### src/rtl/imem_pkg.sv
`default_nettype none
// imem_pkg: loader FSM encodings, status flag bundle and the shared memory depth.
// Also imported by the instruction memory so both agree on MEM_SIZE.
package imem_pkg;

  localparam int unsigned MEM_SIZE_DEFAULT = 17;

  typedef enum logic [2:0] {
    IDLE  = 3'd0,
    LEN   = 3'd1,
    DATA  = 3'd2,
    WRITE = 3'd3,
    CSUM  = 3'd4,
    DONE  = 3'd5,
    ERR   = 3'd6
  } state_t;

  typedef struct packed {
    logic ready;
    logic busy;
    logic done;
    logic error;
  } flags_t;

  // Status flags that hold while the FSM sits in state s; loaded together with the state.
  function automatic flags_t flags_of(state_t s);
    flags_t f;
    f = '0;
    case (s)
      LEN, DATA, CSUM: begin
        f.ready = 1'b1;
        f.busy  = 1'b1;
      end
      WRITE:   f.busy  = 1'b1;
      DONE:    f.done  = 1'b1;
      ERR:     f.error = 1'b1;
      default: f = '0;
    endcase
    return f;
  endfunction

endpackage
`default_nettype wire

### src/rtl/imem_loader_if.sv
`default_nettype none
// imem_loader_if: byte stream in, instruction-memory write port and status out.
interface imem_loader_if;
  logic        start;
  logic        byte_valid;
  logic [7:0]  byte_data;
  logic        byte_ready;
  logic        wr_en;
  logic [31:0] wr_addr;
  logic [31:0] wr_data;
  logic        busy;
  logic        done;
  logic        error;

  modport master (
    output start, byte_valid, byte_data,
    input  byte_ready, wr_en, wr_addr, wr_data, busy, done, error
  );

  modport slave (
    input  start, byte_valid, byte_data,
    output byte_ready, wr_en, wr_addr, wr_data, busy, done, error
  );
endinterface
`default_nettype wire

### src/rtl/word_assembler.sv
`default_nettype none
// word_assembler: little-endian byte packing into a 32-bit word plus running XOR checksum.
module word_assembler (
  input  logic        clk,
  input  logic        reset,
  input  logic        clear,
  input  logic        xor_en,
  input  logic        pack_en,
  input  logic [1:0]  lane,
  input  logic [7:0]  data,
  output logic [31:0] word_next,
  output logic [7:0]  csum
);

  logic [31:0] word;

  // Word with the current byte merged, so the loader can capture it on the same edge.
  always_comb begin
    word_next = word;
    word_next[{lane, 3'b000} +: 8] = data;
  end

  always_ff @(posedge clk) begin
    if (reset || clear) begin
      word <= '0;
      csum <= '0;
    end else begin
      if (pack_en) word <= word_next;
      if (xor_en)  csum <= csum ^ data;
    end
  end

endmodule
`default_nettype wire

### src/rtl/imem_loader.sv
`default_nettype none
// imem_loader: length-prefixed, XOR-checked byte stream loader for instruction memory.
module imem_loader
  import imem_pkg::*;
#(
  parameter logic [31:0] BASE_ADDR = 32'b0,
  parameter int unsigned MEM_SIZE  = MEM_SIZE_DEFAULT
) (
  input  logic         clk,
  input  logic         reset,
  imem_loader_if.slave bus
);

  state_t      state;
  flags_t      flags;
  logic [7:0]  word_count;
  logic [7:0]  word_idx;
  logic [1:0]  byte_idx;
  logic        wr_en;
  logic [31:0] wr_addr;
  logic [31:0] wr_data;

  logic        accept;
  logic        asm_clear;
  logic        xor_en;
  logic        pack_en;
  logic [31:0] word_next;
  logic [7:0]  csum;

  assign accept    = bus.byte_valid && flags.ready;
  assign asm_clear = bus.start && (state == IDLE || state == DONE || state == ERR);
  assign xor_en    = accept && (state == LEN || state == DATA);
  assign pack_en   = accept && (state == DATA);

  word_assembler u_asm (
    .clk       (clk),
    .reset     (reset),
    .clear     (asm_clear),
    .xor_en    (xor_en),
    .pack_en   (pack_en),
    .lane      (byte_idx),
    .data      (bus.byte_data),
    .word_next (word_next),
    .csum      (csum)
  );

  always_ff @(posedge clk) begin
    if (reset) begin
      state      <= IDLE;
      flags      <= '0;
      word_count <= '0;
      word_idx   <= '0;
      byte_idx   <= '0;
      wr_en      <= 1'b0;
      wr_addr    <= '0;
      wr_data    <= '0;
    end else begin
      wr_en <= 1'b0;
      case (state)
        IDLE, DONE, ERR: begin
          if (bus.start) begin
            state    <= LEN;
            flags    <= flags_of(LEN);
            word_idx <= '0;
            byte_idx <= '0;
          end
        end
        LEN: begin
          if (accept) begin
            word_count <= bus.byte_data;
            if (bus.byte_data == 8'd0 || {24'd0, bus.byte_data} > MEM_SIZE) begin
              state <= ERR;
              flags <= flags_of(ERR);
            end else begin
              state <= DATA;
              flags <= flags_of(DATA);
            end
          end
        end
        DATA: begin
          if (accept) begin
            byte_idx <= byte_idx + 2'd1;
            // Fourth byte: launch the write on this edge so wr_en follows one cycle later.
            if (byte_idx == 2'd3) begin
              state   <= WRITE;
              flags   <= flags_of(WRITE);
              wr_en   <= 1'b1;
              wr_data <= word_next;
              wr_addr <= BASE_ADDR + {24'd0, word_idx};
            end
          end
        end
        WRITE: begin
          word_idx <= word_idx + 8'd1;
          if ((word_idx + 8'd1) == word_count) begin
            state <= CSUM;
            flags <= flags_of(CSUM);
          end else begin
            state <= DATA;
            flags <= flags_of(DATA);
          end
        end
        CSUM: begin
          if (accept) begin
            if (bus.byte_data == csum) begin
              state <= DONE;
              flags <= flags_of(DONE);
            end else begin
              state <= ERR;
              flags <= flags_of(ERR);
            end
          end
        end
        default: begin
          state <= IDLE;
          flags <= flags_of(IDLE);
        end
      endcase
    end
  end

  assign bus.byte_ready = flags.ready;
  assign bus.busy       = flags.busy;
  assign bus.done       = flags.done;
  assign bus.error      = flags.error;
  assign bus.wr_en      = wr_en;
  assign bus.wr_addr    = wr_addr;
  assign bus.wr_data    = wr_data;

endmodule
`default_nettype wire

### src/flat_wrapper.sv
// flat-port wrapper written by rule: the top's interface ports become plain ports
module imem_loader_flat import imem_pkg::*;
#(
  parameter logic [31:0] BASE_ADDR = 32'b0,
  parameter int unsigned MEM_SIZE  = MEM_SIZE_DEFAULT
)
  (clk, reset, bus_start, bus_byte_valid, bus_byte_data, bus_byte_ready, bus_wr_en, bus_wr_addr, bus_wr_data, bus_busy, bus_done, bus_error);
  imem_loader_if bus_i ();
  input  logic clk;
  input  logic reset;
  input wire logic [$bits(bus_i.start)-1:0] bus_start;
  input wire logic [$bits(bus_i.byte_valid)-1:0] bus_byte_valid;
  input wire logic [$bits(bus_i.byte_data)-1:0] bus_byte_data;
  output wire logic [$bits(bus_i.byte_ready)-1:0] bus_byte_ready;
  output wire logic [$bits(bus_i.wr_en)-1:0] bus_wr_en;
  output wire logic [$bits(bus_i.wr_addr)-1:0] bus_wr_addr;
  output wire logic [$bits(bus_i.wr_data)-1:0] bus_wr_data;
  output wire logic [$bits(bus_i.busy)-1:0] bus_busy;
  output wire logic [$bits(bus_i.done)-1:0] bus_done;
  output wire logic [$bits(bus_i.error)-1:0] bus_error;
  assign bus_i.start = bus_start;
  assign bus_i.byte_valid = bus_byte_valid;
  assign bus_i.byte_data = bus_byte_data;
  assign bus_byte_ready = bus_i.byte_ready;
  assign bus_wr_en = bus_i.wr_en;
  assign bus_wr_addr = bus_i.wr_addr;
  assign bus_wr_data = bus_i.wr_data;
  assign bus_busy = bus_i.busy;
  assign bus_done = bus_i.done;
  assign bus_error = bus_i.error;
  imem_loader #(.BASE_ADDR(BASE_ADDR), .MEM_SIZE(MEM_SIZE)) u_core (.clk(clk), .reset(reset), .bus(bus_i));
endmodule
### config.mk
export PLATFORM = sky130hd
export DESIGN_NAME = imem_loader_flat
export DESIGN_NICKNAME = d
export VERILOG_FILES = /design/src/rtl/imem_pkg.sv /design/src/rtl/imem_loader_if.sv /design/src/rtl/word_assembler.sv /design/src/rtl/imem_loader.sv /design/src/flat_wrapper.sv
export SDC_FILE = /design/constraint.sdc
export NUM_CORES = 1
export LEC_CHECK = 0
export CORE_ASPECT_RATIO = 2
export CORE_UTILIZATION = 51
export CTS_BUF_LIST = sky130_fd_sc_hd__clkbuf_4
export DETAILED_ROUTE_END_ITERATION = 8
export PLACE_DENSITY_LB_ADDON = 0.08
export SYNTH_ARGS = -nofsm -noshare
export SYNTH_HDL_FRONTEND = slang
export SYNTH_HIERARCHICAL = 1
export SYNTH_SLANG_ARGS = --single-unit
### constraint.sdc
create_clock -name clk -period 2.6 [get_ports clk]
set_clock_uncertainty 0.15 [all_clocks]
set_input_delay 0.26 -clock clk [delete_from_list [all_inputs] [get_ports clk]]
set_output_delay 0.26 -clock clk [all_outputs]
set_load 0.05 [all_outputs]
==> summary.txt <==
Status - completed
RSZ-0062 raised after global routing - no
Net Switching - 1.16 mW
Clk pwr share - 22.1%
Tot GR Track Use - 25.5%
Internal - 2.14 mW
I/O pin count - 81
#FFs+latches synth - 106
Slowest cell on the critical path - dfxtp_1
Placeable Area - 9760 um2
ANT nets after route - 0
Top_reg_cell synth - dfxtp_1
Part of the cycle the worst path needs - 94.0%
Placed cell area - 5780 um2
CTS Root Cell - clkbuf_4
Post-route setup TNS - 0 ns
Share of the synthesized area in the top cell type - 41.4%
Register area share after synthesis - 41.4%
Detailed-route via count - 4,614
Rel. slew slack - 59.7%
Yosys warning count - 6
Placed cell count - 832
Tightest Pin Transition - 0.604 ns
Port bufs - 56
Iter 0 DRT Violations - 290
CP bufs+invs - 0
Switching share of power - 35.3%
Total power - 3.30 mW
Sink Count - 106
Synth cell count leaders - nand2_1 (145), dfxtp_1 (106), a21oi_1 (78)
Synth cell types - 52
CTS tree - built
Clock Tree Buf Depth - 2
Synthesized area - 5130 um2
Final core utilization - 60.3%
Largest cells by area after synthesis - dfxtp_1 (41%), nand2_1 (11%), a21oi_1 (7.6%), o21ai_0 (4.2%), a32oi_1 (4.1%)
Pwr dens - 561 nW/um2
Post-route minimum period - 2.44 ns
Max cap viols - 0
Post-route DRC - 0
Final cell area excluding filler cells - 5880 um2
Worst-Skew Late Latency - 0.45 ns
Synth area leader - dfxtp_1
Initial antenna violation count - 1
Crit path max fanout - 7
Drt total wl - 12,800 um
DIE AREA - 10,500 um2
CP endpoint kind - flop
Min Hold Slack - 0.0377 ns
Max incr delay on CP - 0.48 ns
Row cnt - 51
Routed wire per std cell - 15.1 um
Layout cells sized above 1 - 8.68%
Critical Path AT - 2.68 ns
First-pass GRT wire length - 20,800 um
EDFF count, synth - 0
Kind of cell adding the most delay to the critical path - simple AND/OR/NAND/NOR gates
Worst EP required - 2.84 ns
CTS Buf Count - 9
Max Slew Vio Count - 0
Post-CTS Setup Inserts - 0
Fillers - 949
Count leader, synth - nand2_1
Vias in the first global route - 4,344
Setup slack, reg-to-reg - 0.16 ns
Post-CTS sizing - 0
Synth Area per Inst - 7.71 um2
CTS clk-pin slew, worst paths - 0.16 ns
H-tree depth - 3
Post-layout nets - 730
Non-filler instance count after layout - 847
CP startpoint kind - flop
Combinational power share - 25.1%
Fmax - 409 MHz
Crit-path cells - ha_1 -> nand3_1 -> or3_1 -> a2111oi_2 -> or4b_1 -> a31oi_1
Fin worst setup slack - 0.156 ns
Starting Density - 52.5%
Sequential fraction of design power - 52.8%
# setup viols final - 0
Die Y - 144 um
HP Class - input port to flop
Hold Buf Count CTS - 0
Area Overhead vs Synth - 14.8%
Die Width - 72.9 um
Fin. Hold Viols - 0
HPWL after DPL - 9260 um
GPL Wtd Cong - 0.905
Worst slack at placement - 0.196 ns
Vias/cell - 5.45
Iteration count of the initial detailed-routing pass - 7
Static Leak - 2.07 nW
Grt ovf - 0
Largest net degree at the start of global routing - 41
Post-Synthesis Cells - 665
VDD IR-drop max - 0.351 mV
Ys async rst share - 0%
Worst setup path category - flop to flop
## logic make-up after synthesis
kind of cell    after synthesis  share of synthesized area [%]
flops                       106                           41.4
mux                           2                          0.391
compound gates              168                           20.0
fa+ha+maj                     7                           1.71
xor+xnor                     26                           4.44
other cells                   1                         0.0732
simple gates                248                           21.5
buf+inv                     107                           10.4
## sequential cells by signal, summed over array words and instances (netlist names)
register / count
u_core/bus.busy: 1
u_core/bus.byte_ready: 1
u_core/bus.done: 1
u_core/bus.error: 1
u_core/bus.wr_addr: 8
u_core/bus.wr_data: 32
u_core/bus.wr_en: 1
u_core/byte_idx: 2
u_core/state: 3
u_core/u_asm/csum: 8
u_core/u_asm/word: 32
u_core/word_count: 8
u_core/word_idx: 8
## power groups by stage
stage	sequential (mW)	clock, mW	combinational, mW
3_5_place_dp	1.78	0	0.815
5_1_grt	1.75	0.813	0.895
6_report	1.74	0.728	0.829
2_1_floorplan	1.79	0	0.593
4_1_cts	1.74	0.750	0.817
3_3_place_gp	1.78	0	0.804
## layout by cell type (no fill, tap or decap), drive strengths merged, types with 4 or more instances in the layout
cell type      instances
a22o                   8
clkdlybuf4s50         55
inv                   29
a32oi                 24
ha                     7
nand4                 10
a21oi                 78
or3                    5
nand2b                 6
and3                   4
clkbuf                10
nand3                 10
buf                   34
dfxtp                106
xor2                  23
conb                  24
o21ai                 43
nor2                  44
nand2                145
## metal layers
metal | wire [um] | GRT usage, %
met5 | 0 | 0
met1 | 5020 | 27.5
met4 | 376 | 11.6
met3 | 357 | 4.14
met2 | 7020 | 47.5
## area by class of cell
class | instances | area [um2] | share of cell area [%]
multi-input combinational | 475 | 2560 | 43.5
tap | 132 | 165 | 2.81
timing repair buffer | 89 | 816 | 13.9
clock buffer | 10 | 75.1 | 1.28
inverter | 30 | 113 | 1.91
clock inverter | 4 | 28.8 | 0.489
sequential | 106 | 2120 | 36.1
antenna | 1 | 2.50 | 0.0425
## worst paths after layout
path	startpoint	endpoint	cells past startpoint
setup / recovery	u_core/word_idx[0]	u_core/state[2]	6
hold / removal	reset	u_core/bus.wr_data[10]	2
setup reg to reg	u_core/word_idx[0]	u_core/state[2]	6
hold reg to reg	u_core/bus.error	u_core/bus.error	2
Note: power is estimated with default switching activity, not from simulation.
